**src/rtl/tile_load_sequencer.sv**
```systemverilog
// Tile load sequencer: steers the host data window into the ifmap/weight/bias
// SRAMs by word counting, kicks the compute controller per pass, raises the
// host interrupt on pass completion and serves ofmap readback after the final pass.
module tile_load_sequencer #(
  parameter int IFMAP_WORDS  = 16,
  parameter int WEIGHT_WORDS = 1024,
  parameter int BIAS_WORDS   = 64,
  parameter int OFMAP_WORDS  = 64,
  parameter int NUM_PASSES   = 2,
  parameter int ADDR_W       = 11
) (
  input  logic              ACLK,
  input  logic              ARESETn,
  input  logic              wr_en,
  input  logic [3:0]        wr_addr,
  input  logic [31:0]       wr_data,
  output logic              wr_ready,
  input  logic              rd_en,
  output logic              rd_ready,
  output logic              rd_valid,
  output logic [31:0]       rd_data,
  output logic [31:0]       cfg_out,
  output logic              ifmap_we,
  output logic              weight_we,
  output logic              bias_we,
  output logic [ADDR_W-1:0] sram_waddr,
  output logic [31:0]       sram_wdata,
  output logic              ofmap_re,
  output logic [ADDR_W-1:0] ofmap_raddr,
  input  logic [31:0]       ofmap_rdata,
  output logic              comp_start,
  input  logic              comp_done,
  output logic              ASIC_interrupt,
  output logic              busy
);

  localparam int PASS_W = (NUM_PASSES > 1) ? $clog2(NUM_PASSES) : 1;
  localparam logic [ADDR_W-1:0] IF_LAST = ADDR_W'(IFMAP_WORDS - 1);
  localparam logic [ADDR_W-1:0] W_LAST  = ADDR_W'(WEIGHT_WORDS - 1);
  localparam logic [ADDR_W-1:0] B_LAST  = ADDR_W'(BIAS_WORDS - 1);
  localparam logic [ADDR_W-1:0] OF_LAST = ADDR_W'(OFMAP_WORDS - 1);

  typedef enum logic [2:0] {
    S_IDLE, S_LD_IF, S_LD_W, S_LD_B, S_START, S_COMPUTE, S_WAIT_HOST, S_READOUT
  } state_t;

  state_t              state, state_nxt, load_seg;
  logic [ADDR_W-1:0]   word_cnt, word_nxt;
  logic [ADDR_W-1:0]   rd_cnt, rd_cnt_nxt;
  logic [PASS_W-1:0]   pass_cnt, pass_nxt;
  logic [31:0]         cfg_q, cfg_nxt;
  logic                irq_q, irq_nxt;
  logic                rd_valid_q, rd_src_q, rd_src_nxt;
  logic                wr_cfg, wr_dat, load_ok, host_ok;

  assign wr_cfg  = wr_en && (wr_addr == 4'h0);
  assign wr_dat  = wr_en && (wr_addr == 4'h4);
  assign load_ok = (state == S_LD_IF) || (state == S_LD_W) ||
                   (state == S_LD_B)  || (state == S_WAIT_HOST);
  assign host_ok = (state == S_IDLE) || (state == S_READOUT);

  // State and counter registers; everything returns to its idle value on reset.
  always_ff @(posedge ACLK or negedge ARESETn) begin
    if (!ARESETn) begin
      state      <= S_IDLE;
      word_cnt   <= '0;
      rd_cnt     <= '0;
      pass_cnt   <= '0;
      cfg_q      <= '0;
      irq_q      <= 1'b0;
      rd_valid_q <= 1'b0;
      rd_src_q   <= 1'b0;
    end else begin
      state      <= state_nxt;
      word_cnt   <= word_nxt;
      rd_cnt     <= rd_cnt_nxt;
      pass_cnt   <= pass_nxt;
      cfg_q      <= cfg_nxt;
      irq_q      <= irq_nxt;
      rd_valid_q <= rd_ready;
      rd_src_q   <= rd_src_nxt;
    end
  end

  // Next-state, counter updates and same-cycle SRAM/handshake strobes.
  always_comb begin
    state_nxt   = state;
    word_nxt    = word_cnt;
    rd_cnt_nxt  = rd_cnt;
    pass_nxt    = pass_cnt;
    cfg_nxt     = cfg_q;
    irq_nxt     = irq_q;
    rd_src_nxt  = 1'b0;
    wr_ready    = 1'b0;
    ifmap_we    = 1'b0;
    weight_we   = 1'b0;
    bias_we     = 1'b0;
    sram_waddr  = '0;
    sram_wdata  = '0;
    rd_ready    = 1'b0;
    ofmap_re    = 1'b0;
    ofmap_raddr = '0;
    // A host write in WAIT_HOST is the first ifmap word of the next pass.
    load_seg    = (state == S_WAIT_HOST) ? S_LD_IF : state;

    case (state)
      S_START:   state_nxt = S_COMPUTE;
      S_COMPUTE: begin
        if (comp_done) begin
          irq_nxt = 1'b1;
          if (int'(pass_cnt) + 1 < NUM_PASSES) begin
            pass_nxt  = pass_cnt + PASS_W'(1);
            state_nxt = S_WAIT_HOST;
          end else begin
            rd_cnt_nxt = '0;
            state_nxt  = S_READOUT;
          end
        end
      end
      default: ;
    endcase

    // Reads: ofmap fetch in READOUT (one outstanding), zero data elsewhere.
    if (rd_en) begin
      if (state == S_READOUT) begin
        if (!rd_valid_q) begin
          rd_ready    = 1'b1;
          ofmap_re    = 1'b1;
          ofmap_raddr = rd_cnt;
          rd_src_nxt  = 1'b1;
          irq_nxt     = 1'b0;
          rd_cnt_nxt  = rd_cnt + ADDR_W'(1);
          if (rd_cnt == OF_LAST) state_nxt = S_IDLE;
        end
      end else begin
        rd_ready = 1'b1;
      end
    end

    // Writes: data window steering, config latch, everything else dropped.
    if (wr_dat) begin
      if (load_ok) begin
        wr_ready   = 1'b1;
        sram_waddr = word_cnt;
        sram_wdata = wr_data;
        word_nxt   = word_cnt + ADDR_W'(1);
        state_nxt  = load_seg;
        if (state == S_WAIT_HOST) irq_nxt = 1'b0;
        case (load_seg)
          S_LD_IF: begin
            ifmap_we = 1'b1;
            if (word_cnt == IF_LAST) begin
              word_nxt  = '0;
              state_nxt = S_LD_W;
            end
          end
          S_LD_W: begin
            weight_we = 1'b1;
            if (word_cnt == W_LAST) begin
              word_nxt  = '0;
              state_nxt = (pass_cnt == '0) ? S_LD_B : S_START;
            end
          end
          S_LD_B: begin
            bias_we = 1'b1;
            if (word_cnt == B_LAST) begin
              word_nxt  = '0;
              state_nxt = S_START;
            end
          end
          default: ;
        endcase
      end else if (host_ok) begin
        wr_ready = 1'b1;
      end
    end else if (wr_cfg) begin
      if (host_ok) begin
        wr_ready = 1'b1;
        cfg_nxt  = wr_data;
        irq_nxt  = 1'b0;
        if (wr_data[3]) begin
          pass_nxt  = '0;
          word_nxt  = '0;
          state_nxt = S_LD_IF;
        end
      end
    end else if (wr_en) begin
      wr_ready = 1'b1;
    end
  end

  assign rd_valid       = rd_valid_q;
  assign rd_data        = (rd_valid_q && rd_src_q) ? ofmap_rdata : '0;
  assign cfg_out        = cfg_q;
  assign ASIC_interrupt = irq_q;
  assign comp_start     = (state == S_START);
  assign busy           = (state != S_IDLE);

endmodule

```
**config.mk**
```make
export PLATFORM = sky130hd
export DESIGN_NAME = tile_load_sequencer
export DESIGN_NICKNAME = d
export VERILOG_FILES = /design/src/rtl/tile_load_sequencer.sv
export SDC_FILE = /design/constraint.sdc
export NUM_CORES = 1
export LEC_CHECK = 0
export ABC_AREA = 1
export CORE_MARGIN = 2
export CORE_UTILIZATION = 33
export CTS_CLUSTER_DIAMETER = 120
export DETAILED_ROUTE_END_ITERATION = 10
export GPL_TIMING_DRIVEN = 0
export HOLD_SLACK_MARGIN = 0.12
export PLACE_DENSITY_LB_ADDON = 0.08
export RECOVER_POWER = 50
export SLEW_MARGIN = 20
export SYNTH_ARGS = -nofsm -noshare
export SYNTH_HDL_FRONTEND = slang
export SYNTH_SLANG_ARGS = --single-unit
```
**constraint.sdc**
```tcl
create_clock -name ACLK -period 3.4 [get_ports ACLK]
set_clock_uncertainty 0.15 [all_clocks]
set_input_delay 0.34 -clock ACLK [delete_from_list [all_inputs] [get_ports ACLK]]
set_output_delay 0.34 -clock ACLK [all_outputs]
set_load 0.03 [all_outputs]
```
==> impl_results.html <==
<table>
<tr><th>Metric</th><th>Value</th></tr>
<tr><th colspan="2">Drt</th></tr>
<tr><td>Initial DRC Count</td><td>188</td></tr>
<tr><td>Vias</td><td>around 4.1k</td></tr>
<tr><td>Final routed wire length divided by cell count</td><td>about 13 um</td></tr>
<tr><td>Avg Vias per Cell</td><td>roughly 4.5</td></tr>
<tr><td>Detailed-router iteration count before antenna repair</td><td>5</td></tr>
<tr><td>Count of unresolved DRC violations after routing</td><td>0</td></tr>
<tr><td>Routed wire length</td><td>12,000 um</td></tr>
<tr><td>Post-route ant nets</td><td>0</td></tr>
<tr><th colspan="2">Timing</th></tr>
<tr><td>RSZ-0062 raised after global routing</td><td>false</td></tr>
<tr><td>Fin crit share</td><td>93.7%</td></tr>
<tr><td>Fmax achieved</td><td>roughly 310 MHz</td></tr>
<tr><td>Setup violators final</td><td>0</td></tr>
<tr><td>Pins Over Slew Limit</td><td>32</td></tr>
<tr><td>Max-slew headroom at the worst pin</td><td>-12.8%</td></tr>
<tr><td>Final critical-path required period</td><td>around 3.2 ns</td></tr>
<tr><td>Final hold viol count</td><td>0</td></tr>
<tr><td>Hold slack</td><td>between 0.3 and 0.4 ns</td></tr>
<tr><td>Setup_tns</td><td>0 ns</td></tr>
<tr><td>Worst Tran Pin Value</td><td>1.69 ns</td></tr>
<tr><th colspan="2">Synth</th></tr>
<tr><td>Top FF cell, synth</td><td>sky130_fd_sc_hd__dfrtp_1</td></tr>
<tr><td>Number of warnings reported in the yosys synthesis log</td><td>0</td></tr>
<tr><td>Count of unique library cells instantiated by Yosys</td><td>30</td></tr>
<tr><td>Library cell with the largest summed area after synthesis</td><td>sky130_fd_sc_hd__dfrtp_1</td></tr>
<tr><td>Top cell type's share of synthesized area</td><td>a little over two fifths</td></tr>
<tr><td>Sequential area share after synthesis</td><td>between 40% and 50%</td></tr>
<tr><td>Share of flip-flops with an asynchronous set or reset after synthesis</td><td>100%</td></tr>
<tr><td>Number of enable flip-flop cells after synthesis</td><td>0</td></tr>
<tr><td>Synth Net Count</td><td>~620</td></tr>
<tr><td>Flops &amp; latches, synth</td><td>61</td></tr>
<tr><td>Largest cells by area after synthesis</td><td>sky130_fd_sc_hd__dfrtp_1, sky130_fd_sc_hd__nand2_1, sky130_fd_sc_hd__inv_1, sky130_fd_sc_hd__nor2_1, sky130_fd_sc_hd__o21ai_0</td></tr>
<tr><td>Gate count after technology mapping</td><td>roughly 540</td></tr>
<tr><td>Avg Synthesized Cell Area</td><td>around 6.7 um2</td></tr>
<tr><td>Cell area after synthesis</td><td>between 3000 and 4000 um2</td></tr>
<tr><th colspan="2">Finish</th></tr>
<tr><td>Final nets</td><td>~830</td></tr>
<tr><td>Fraction of final layout cells with drive strength greater than 1</td><td>approximately 5.1%</td></tr>
<tr><td>Finished layout cell area</td><td>approximately 6000 um2</td></tr>
<tr><td>Finished Layout Cells</td><td>roughly 900</td></tr>
<tr><td>Layout-stage area growth over the synthesis result</td><td>65.3%</td></tr>
<tr><td>Antenna fix cells</td><td>0</td></tr>
<tr><th colspan="2">Setup path</th></tr>
<tr><td>Start-to-end type of the worst setup path</td><td>input pin to output port</td></tr>
<tr><td>Worst setup EP type</td><td>output port</td></tr>
<tr><td>Start of the worst register-to-register path</td><td>state[2]$_DFF_PN0_</td></tr>
<tr><td>Critical path peak fanout</td><td>10</td></tr>
<tr><td>Arrival time of data at the critical path endpoint</td><td>2.70 ns</td></tr>
<tr><td>Startpoint of the most critical setup path</td><td>wr_addr[0]</td></tr>
<tr><td>Nature of the critical path startpoint</td><td>input pin</td></tr>
<tr><td>Data required time at the worst endpoint</td><td>2.91 ns</td></tr>
<tr><th colspan="2">Clock network</th></tr>
<tr><td>CTS tree</td><td>done</td></tr>
<tr><td>Sink Count</td><td>61</td></tr>
<tr><td>Clock tree root buffer cell</td><td>sky130_fd_sc_hd__clkbuf_8</td></tr>
<tr><td>Number of buffers created by CTS</td><td>9</td></tr>
<tr><td>Cells resized by post-CTS repair</td><td>0</td></tr>
<tr><td>Clock Tree Buf Depth</td><td>2</td></tr>
<tr><td>Clock Latency Late Sink</td><td>approximately 0.34 ns</td></tr>
<tr><td>Clock slew seen by the registers of the worst setup and hold paths</td><td>0.07 ns</td></tr>
<tr><td>H-tree lvl count</td><td>3</td></tr>
<tr><th colspan="2">Placement</th></tr>
<tr><td>Cell count after placement</td><td>between 800 and 900</td></tr>
<tr><td>Total placed instance area</td><td>around 5800 um2</td></tr>
<tr><td>DP Wirelength</td><td>~9600 um</td></tr>
<tr><td>RePlAce Congestion</td><td>about 0.84</td></tr>
<tr><td>Port Buffer Count</td><td>200</td></tr>
<tr><th colspan="2">Floorplan</th></tr>
<tr><td>Placement Rows</td><td>38</td></tr>
<tr><td>Ports placed on the boundary</td><td>approximately 200</td></tr>
<tr><td>Die span in y</td><td>~110 um</td></tr>
<tr><td>Initial cell density of the core</td><td>about 34%</td></tr>
<tr><td>Floorplan Core Area</td><td>between 10,000 and 15,000 um2</td></tr>
<tr><td>Chip width</td><td>around 110 um</td></tr>
<tr><td>Area enclosed by the die boundary</td><td>between 10,000 and 15,000 um2</td></tr>
<tr><th colspan="2">Global route</th></tr>
<tr><td>Pin count of the biggest net entering global routing</td><td>32</td></tr>
<tr><td>Initial antenna violation count</td><td>0</td></tr>
<tr><td>First-pass GRT wire length</td><td>between 15,000 and 20,000 um</td></tr>
<tr><td>Final global-route overflow total</td><td>0</td></tr>
<tr><td>Number of global-route vias before repair</td><td>a little under 4k</td></tr>
<tr><td>Total track usage</td><td>approximately 20%</td></tr>
<tr><th colspan="2">Min path</th></tr>
<tr><td>Hold WC Path Type</td><td>register to register</td></tr>
<tr><td>Worst Min Path Start</td><td>cfg_out[3]$_DFFE_PN0P_</td></tr>
<tr><th colspan="2">Pwr</th></tr>
<tr><td>Peak supply drop</td><td>0.000187 V</td></tr>
<tr><td>Power Dens Cells</td><td>between 400 and 500 nW/um2</td></tr>
<tr><td>Leakage power of the design</td><td>2.92 nW</td></tr>
<tr><th colspan="2">Status</th></tr>
<tr><td>Outcome</td><td>complete, but fails checks</td></tr>
<tr><td>Violated checks</td><td>max-capacitance violations, max-slew violations</td></tr>
<tr><th colspan="2">Run</th></tr>
<tr><td>Total of max-cap violations</td><td>1</td></tr>
</table>
## Yosys cell counts (2+ instances only)
master / number
sky130_fd_sc_hd__a21oi_1: 11
sky130_fd_sc_hd__inv_2: 8
sky130_fd_sc_hd__nor2_2: 3
sky130_fd_sc_hd__ha_1: 2
sky130_fd_sc_hd__clkbuf_1: 7
sky130_fd_sc_hd__nand2_2: 5
sky130_fd_sc_hd__nand2_1: 110
sky130_fd_sc_hd__dfrtp_1: 61
sky130_fd_sc_hd__nor3_1: 10
sky130_fd_sc_hd__nand4_1: 5
sky130_fd_sc_hd__o21ai_0: 46
sky130_fd_sc_hd__nor2_1: 108
sky130_fd_sc_hd__nand3_1: 30
sky130_fd_sc_hd__inv_1: 109
sky130_fd_sc_hd__buf_6: 2
sky130_fd_sc_hd__nor4_1: 3
sky130_fd_sc_hd__nor3_2: 2
sky130_fd_sc_hd__buf_2: 7
sky130_fd_sc_hd__o21ai_1: 3
sky130_fd_sc_hd__xor2_1: 2
## layout make-up
type | count | area, um2
Fill cell | 1068 | 4800
Sequential cell | 61 | 1530
Timing Repair Buffer | 202 | 2010
Clock buffer | 10 | 138
Multi-Input combinational cell | 350 | 1570
Tap cell | 140 | 175
Buffer | 16 | 70.1
Inverter | 117 | 439
Clock inverter | 6 | 70.1
## state kept, by name, indices dropped and copies added, names as in the netlist
| register | cells |
|---|---|
| cfg_out | 32 |
| rd_valid | 1 |
| state | 3 |
| ASIC_interrupt | 1 |
| pass_cnt | 1 |
| word_cnt | 11 |
| rd_src_q | 1 |
| rd_cnt | 11 |
## logic make-up after synthesis
logic type,Yosys count,synth area share (%)
fa+ha+maj,2,0.690
xor+xnor,2,0.483
compound gates,64,9.07
buf+inv,133,14.4
simple gates,282,33.3
flops,61,42.1
## metal layers
layer / share of wire [%] / global-route usage, %
met4: 0.70 / 4.49
met1: 41 / 24.5
met3: 9.2 / 5.68
met2: 49 / 36.2
met5: 0 / 0
## timing repair
item,CTS,global route
hold buffers,1,0
hold endpoints to repair,30,0
buffers inserted,0,0
## placed cells by master (no fill, tap or decap), types with 2 or more instances in the layout
cell type	n
sky130_fd_sc_hd__clkdlybuf4s50_1	177
sky130_fd_sc_hd__inv_1	110
sky130_fd_sc_hd__nor2_1	110
sky130_fd_sc_hd__nand2_1	110
sky130_fd_sc_hd__dfrtp_1	61
sky130_fd_sc_hd__o21ai_0	48
sky130_fd_sc_hd__nand3_1	30
sky130_fd_sc_hd__dlygate4sd3_1	23
sky130_fd_sc_hd__clkbuf_1	14
sky130_fd_sc_hd__a21oi_1	11
sky130_fd_sc_hd__nor3_1	10
sky130_fd_sc_hd__clkbuf_8	10
sky130_fd_sc_hd__inv_2	7
sky130_fd_sc_hd__nand2_2	5
sky130_fd_sc_hd__nand4_1	5
sky130_fd_sc_hd__nor4_1	4
sky130_fd_sc_hd__clkinvlp_4	3
sky130_fd_sc_hd__buf_2	2
sky130_fd_sc_hd__nor3_2	2
sky130_fd_sc_hd__xor2_1	2
sky130_fd_sc_hd__ha_1	2
sky130_fd_sc_hd__inv_6	2
## stage by stage
stage / total power [mW] / utilization (%) / setup slack (ns)
3_5_place_dp: 1.85 / 54.0 / 0.141
2_1_floorplan: 1.43 / - / 1.39
6_report: 2.47 / 55.6 / 0.215
4_1_cts: 2.53 / 56.0 / 0.133
5_1_grt: 2.62 / 55.6 / 0.0403
3_3_place_gp: 1.83 / 53.8 / -0.273
## critical path, cell delays in order
cell and delay, ns:
sky130_fd_sc_hd__clkdlybuf4s50_1 0.41, sky130_fd_sc_hd__nor2_1 0.09, sky130_fd_sc_hd__nand2_1 0.11, sky130_fd_sc_hd__nor2_2 0.43, sky130_fd_sc_hd__nand2_4 0.14, sky130_fd_sc_hd__clkbuf_1 0.29
sky130_fd_sc_hd__nor2_1 0.15, sky130_fd_sc_hd__clkdlybuf4s50_1 0.72
## final timing paths
| check | to | slack [ns] | cells after the start |
|---|---|---|---|
| min in group asynchronous | rd_cnt[5]$_DFF_PN0_ | 0.83 | 2 |
| worst max-delay path | sram_wdata[6] | 0.21 | 8 |
| worst min-delay path | cfg_out[3]$_DFFE_PN0P_ | 0.33 | 2 |
| worst min register to register | cfg_out[3]$_DFFE_PN0P_ | 0.33 | 2 |
| max in group asynchronous | cfg_out[31]$_DFFE_PN0P_ | 0.71 | 3 |
| worst max register to register | rd_cnt[6]$_DFF_PN0_ | 1.20 | 8 |
## power by group
group,internal (mW),total [mW],switching [mW]
registers,0.842,0.928,0.0863
logic,0.338,0.867,0.529
clock network,0.363,0.675,0.311
total,1.54,2.47,0.927
No activity file was read; power rests on OpenSTA's default activity.
==> patch 1: new RTL, same settings <==
Make the reset (`ARESETn`) synchronous in one clocked block.
--- a/src/rtl/tile_load_sequencer.sv
+++ b/src/rtl/tile_load_sequencer.sv
@@ -61,5 +61,5 @@
 
   // State and counter registers; everything returns to its idle value on reset.
-  always_ff @(posedge ACLK or negedge ARESETn) begin
+  always_ff @(posedge ACLK) begin
     if (!ARESETn) begin
       state      <= S_IDLE;
Formal check against the unedited RTL: differs if ARESETn is asserted again (counterexample within 4 cycles, from zero or initial values and one cycle with ARESETn low); with ARESETn held inactive, the same outputs for 4 cycles.
==> patch 1 against the original RTL <==
  * Worst setup slack better by 0.037 ns
  * Sequential cell count did not move
  * Routed wire length grew 4.3%
  * Design area decreased by 1.5%
  * Synthesized area shrank 1.8%
  * Die area down 1.7%
  * Critical path depth rose by 1
  * Sequential share of layout area decreased by 4.8 points
Power is not compared: it rests on default switching activity, and its combinational part moved more than twofold at a synthesized area within 25%.
==> patch 1: results (changes against the original RTL) <==
[outcome]
status = complete, no violations

[clocking]
cts_root_buf = clkbuf_8
cts_max_level = 3  ; unchanged
path_clk_slew_ns = 0.06
clock_latency_ns = 0.34  ; about the same
clockBufferDepth = 2  ; unchanged
cts_buffers = 9  ; unchanged

[sta]
worstMarginPinSlew_ns = 0.6480  ; -1.045 ns

[synthesis]
yosysSeqAreaShare_pct = 34.26  ; -7.8 points
syn_avg_cell_area_um2 = 6.167  ; -7.5%
synth.area.top_cells = dfxtp_1 (34%), nor2_1 (17%), nand2_1 (8.6%)
async_reset_ff_share_pct = 0  ; -100 points
synthTopCellsByCount = nor2_1 (166), nand2_1 (82), inv_1 (78), dfxtp_1 (61), o21ai_0 (38)
synth_warnings = 0  ; unchanged
post_synth_num_cell_types = 39  ; +30%
syn_nets = 653  ; +5.5%

[drt]
via_per_inst = 4.677  ; +3.0%
vias = 4350  ; +6.2%
drt_pass1_iterations = 4  ; -1
first_iter_violations = 189  ; +0.53%
avgRoutedWirePerCell_um = 13.41  ; +1.1%

[grt]
grt_start_max_net_pins = 11  ; -66%
grt_usage_pct = 21.13  ; +0.74 points
antenna_found_initial = 0  ; unchanged
grt_pass1_vias = 4216  ; +8.5%
grt_pass1_wl_um = 19730  ; +4.2%

[placed_design]
dpl.hpwl_um = 10090  ; +5.6%
io_buffers = 200  ; unchanged
dp.cells = 914  ; +3.3%
routabilityCongestion = 0.9337  ; +11%

[finish]
largest_reg_flops = 32  ; unchanged
n_antenna_cell = 0  ; unchanged
drive_gt1_share_pct = 4.534  ; -0.58 points
layout.nets = 864  ; +3.8%

[pwr]
power_leakage_nw = 2.370
power_switching_uw = 384.9
ir_drop_v = 0.0002015

[min_path]
min_path_type = reg2reg

[worst_setup_path]
critPathMaxFanout = 10  ; unchanged

## patch 1: worst max-delay path: stages
cell	delay [ns]
clkdlybuf4s50_1	0.40
nor2_1	0.16
nand2_1	0.13
nor3_4	0.28
nand2_1	0.11
buf_2	0.20
buf_2	0.21
nor2_1	0.11
clkdlybuf4s50_1	0.71
## patch 1: path summary, 6_finish.rpt
path	start	to	slack [ns]	cells past startpoint
setup / recovery	wr_addr[1]	sram_wdata[29]	0.25	9
hold / removal	rd_cnt[4]	rd_cnt[4]	0.32	2
setup reg to reg	state[1]	cfg_out[24]	0.64	7
hold reg to reg	rd_cnt[4]	rd_cnt[4]	0.32	2
## patch 1: repair_timing
| action | in CTS | in global routing |
|---|---|---|
| setup buffers | 0 | 0 |
| endpoints found under the setup margin | 0 | 38 |
| gates resized for setup | 0 | 2 |
| hold buffers | 0 | 0 |
## patch 1: layout make-up
| cell class | count | area (um2) |
|---|---|---|
| fillers | 1064 | 4512 |
| repair buffers | 200 | 2002 |
| multi-input cells | 406 | 1859 |
| flip-flops and latches | 61 | 1221 |
| inverters | 88 | 330.3 |
| well taps | 136 | 170.2 |
| clock buffers | 12 | 155.1 |
| plain buffers | 23 | 96.34 |
| clock inverters | 4 | 70.07 |
## patch 1: metal layers
| metal | part of all wire [%] | routed length, um | global-route usage [%] |
|---|---|---|---|
| met4 | 1.3 | 164 | 6.685 |
| met3 | 7.7 | 957 | 5.485 |
| met1 | 41 | 5161 | 24.73 |
| met2 | 50 | 6186 | 37.60 |
| met5 | 0 | 0 | 0 |
## patch 1: logic make-up after synthesis
| family | count (synthesis) | synth area share [%] |
|---|---|---|
| AO/OA/AOI/OAI | 79 | 12.32 |
| XOR/XNOR | 6 | 1.685 |
| adder cells (fa/ha/maj) | 2 | 0.7019 |
| buffers and inverters | 111 | 12.50 |
| flip-flops | 61 | 34.26 |
| AND/OR/NAND/NOR | 319 | 38.54 |
## patch 1: power by group through the flow
stage                     registers, mW  logic, mW  clock network [mW]
after floorplan                   0.763     0.0540                   0
after global placement            0.747      0.197                   0
after detailed placement          0.747      0.199                   0
after CTS                         0.731      0.200               0.751
after global routing              0.731      0.211               0.786
final                             0.730      0.193               0.740
## patch 1: stage by stage
step,worst slack (ns),instance area (um2),power (mW)
2_1_floorplan,1.201,3565,0.8174
3_3_place_gp,0.1220,5737,0.9433
3_5_place_dp,0.04205,5737,0.9463
4_1_cts,0.02699,5962,1.682
5_1_grt,0.06514,5904,1.728
6_report,0.2518,5904,1.663
==> patch 2: new RTL, config.mk and constraints unchanged <==
Without the edit above. The parameter `NUM_PASSES` goes from 2 to 8.
--- a/src/rtl/tile_load_sequencer.sv
+++ b/src/rtl/tile_load_sequencer.sv
@@ -7,5 +7,5 @@
   parameter int BIAS_WORDS   = 64,
   parameter int OFMAP_WORDS  = 64,
-  parameter int NUM_PASSES   = 2,
+  parameter int NUM_PASSES   = 8,
   parameter int ADDR_W       = 11
 ) (
Check against the original RTL: no difference found for any inputs over 4 cycles, from zero or initial values and one cycle with ARESETn low; that may be too few to reach the edited logic, so the function may still have changed.
==> patch 2 against the original RTL <==
  * The flow still finishes with violations (max-capacitance violations, max-slew violations)
  * Routed wire length increased by 1.8%
  * Sequential cell count increased by 2
  * Count of clock-buffer cells in the layout increased by 2
  * Power increased by 8.5%
  * Clock power increased by 60%
  * Non-clock buffer count increased by 2
  * Design area increased by 6.2%
  * Worst setup slack improved by 0.10 ns
  * Synthesized area increased by 6.3%
  * Die area increased by 6.1%
  * Largest cell class unchanged
==> patch 2: results (changes against the original RTL) <==
[clocking]
clock_latency_ns = 0.33
clockBufferDepth = 2  ; unchanged
path_clk_slew_ns = 0.05  ; -0.02 ns
postCtsSetupRepairBufs = 0  ; unchanged
cts_max_level = 3  ; unchanged
cts_buffers = 9  ; unchanged
cts_root_buf = clkbuf_16

[placed_design]
dpl.hpwl_um = 9695  ; +1.4%
io_buffers = 200  ; unchanged
routabilityCongestion = 0.8615  ; +2.2%

[outcome]
violations = max-capacitance violations, max-slew violations
status = complete, but fails checks

[grt]
use_met1_pct = 23.25  ; -1.2 points
antenna_found_initial = 0  ; unchanged
grt_pass1_wl_um = 20380  ; +7.6%
grt_start_max_net_pins = 36  ; +13%
grt_usage_pct = 19.78  ; -0.60 points
use_met3_pct = 6.263  ; +0.59 points
gr-usage-met2_pct = 35.02  ; -1.2 points

[finish]
largest_reg_flops = 32  ; unchanged
n_antenna_cell = 0  ; unchanged
layout.nets = 857  ; +3.0%
drive_gt1_share_pct = 5.230  ; +0.11 points

[min_path]
min_path_type = reg2reg
hold_end = cfg_out[21]
hold_path.startpoint = cfg_out[21]
whs_path_depth = 2  ; unchanged

[worst_setup_path]
r2r-start = state[2]
critPathMaxStageDelay_ns = 0.62  ; -0.10 ns
rr_worst_depth = 8  ; unchanged
rr_endpoint = rd_cnt[10]
rrSetupSlack_ns = 0.83  ; -0.37 ns
crit_slowest_cell = clkdlybuf4s50_1
cp.arrival_ns = 2.59  ; -0.11 ns
cp_top_family = buffers and inverters
critPathMaxFanout = 10  ; unchanged

[drt]
first_iter_violations = 117  ; -38%
drt_pass1_iterations = 4  ; -1
vias = 4248  ; +3.7%
wirelength_um = 12170  ; +1.8%

[pwr]
power_leakage_nw = 3.102  ; +6.0%
ir_drop_v = 0.0002509  ; +34%

[synthesis]
syn_nets = 644  ; +4.0%
yosysTopAreaCellShare_pct = 40.86  ; -1.2 points
yosysSeqAreaShare_pct = 40.86  ; -1.2 points
synth.area.top_cells = dfrtp_1 (41%), nor2_1 (11%), inv_1 (11%)
post_synth_num_cell_types = 36  ; +20%
synthTopCellsByCount = nor2_1 (117), inv_1 (116), nand2_1 (102), dfrtp_1 (63), o21ai_0 (43)
ys.flop_type = dfrtp_1
synth_warnings = 0  ; unchanged

[sta]
drv_slew = 29  ; -9.4%
slew_headroom_pct = -17.04  ; -4.2 points

[flow_run]
maxCapViolCount = 1  ; unchanged

==> patch 2: cell types whose count changed after synthesis, moves of 4 or more <==
cell / before / now
nand3_1: 30 / 25
o21ai_1: 3 / 9
nand3_2: 0 / 4
buf_4: 0 / 4
nand2_1: 110 / 102
nor2_1: 108 / 117
inv_1: 109 / 116
==> patch 2: layout make-up <==
cell class	count	area, um2
fill	1090	5052
timing repair buffer	202	2026
multi-input combinational	364	1692
sequential	63	1577
inverter	122	462.9
clock buffer	12	256.5
tap	143	178.9
clock inverter	3	90.09
buffer	18	83.83
==> patch 2: report_power, final <==
part           total [mW]  internal (mW)  switching [mW]
clock                1.08          0.752           0.326
combinational       0.689          0.270           0.419
sequential          0.912          0.838          0.0736
==> patch 2: how the worst max path moves through the flow <==
stage                                to  startpoint
final                     sram_wdata[9]    state[1]
after global routing      sram_wdata[9]    state[1]
after global placement      cfg_out[20]     ARESETn
after CTS                 sram_wdata[9]    state[1]
after floorplan                 bias_we  wr_addr[1]
after detailed placement  sram_wdata[1]  wr_addr[1]
==> patch 2: layer usage <==
| layer | part of all wire [%] | vias up | routed length, um |
|---|---|---|---|
| met2 | 48 | 159 | 5883 |
| met5 | 0 | - | 0 |
| li1 | - | 2151 | - |
| met1 | 42 | 1925 | 5142 |
| met4 | 1.3 | 0 | 163 |
| met3 | 8.1 | 13 | 982 |
==> patch 2: through the flow <==
| step | instances | setup slack [ns] | area [um2] | util (%) | hold WS, ns |
|---|---|---|---|---|---|
| CTS | 927 | 0.3723 | 6414 | 56.17 | 0.3358 |
| floorplan | 567 | 1.186 | 3859 | - | -0.1056 |
| detailed placement | 911 | 0.3934 | 6057 | 53.05 | 0.1583 |
| global placement | 910 | -0.4331 | 6040 | 52.89 | 0.3110 |
| finish | 927 | 0.3165 | 6366 | 55.75 | 0.3232 |
| global route | 927 | 0.1453 | 6366 | 55.75 | 0.3512 |
==> patch 2: timing repair <==
action	4_1_cts	5_1_grt
endpoints found under the setup margin	0	0
hold buffers	1	0
endpoints found under the hold margin	28	0
resized for setup	0	0
==> patch 2: worst reg2reg max path, cell delays in order (launching register included) <==
cell	delay (ns)
dfrtp_1	0.32
buf_4	0.17
nand2_1	0.16
nor3_1	0.61
inv_2	0.08
nor2_1	0.50
inv_1	0.24
a21oi_1	0.18
a21oi_1	0.06
==> patch 2: logic make-up after synthesis <==
family	Yosys count	share of synthesized area, %
simple gates	285	32.88
buf+inv	140	14.49
fa+ha+maj	4	1.297
compound gates	73	10.02
flops	63	40.86
xor+xnor	2	0.4540
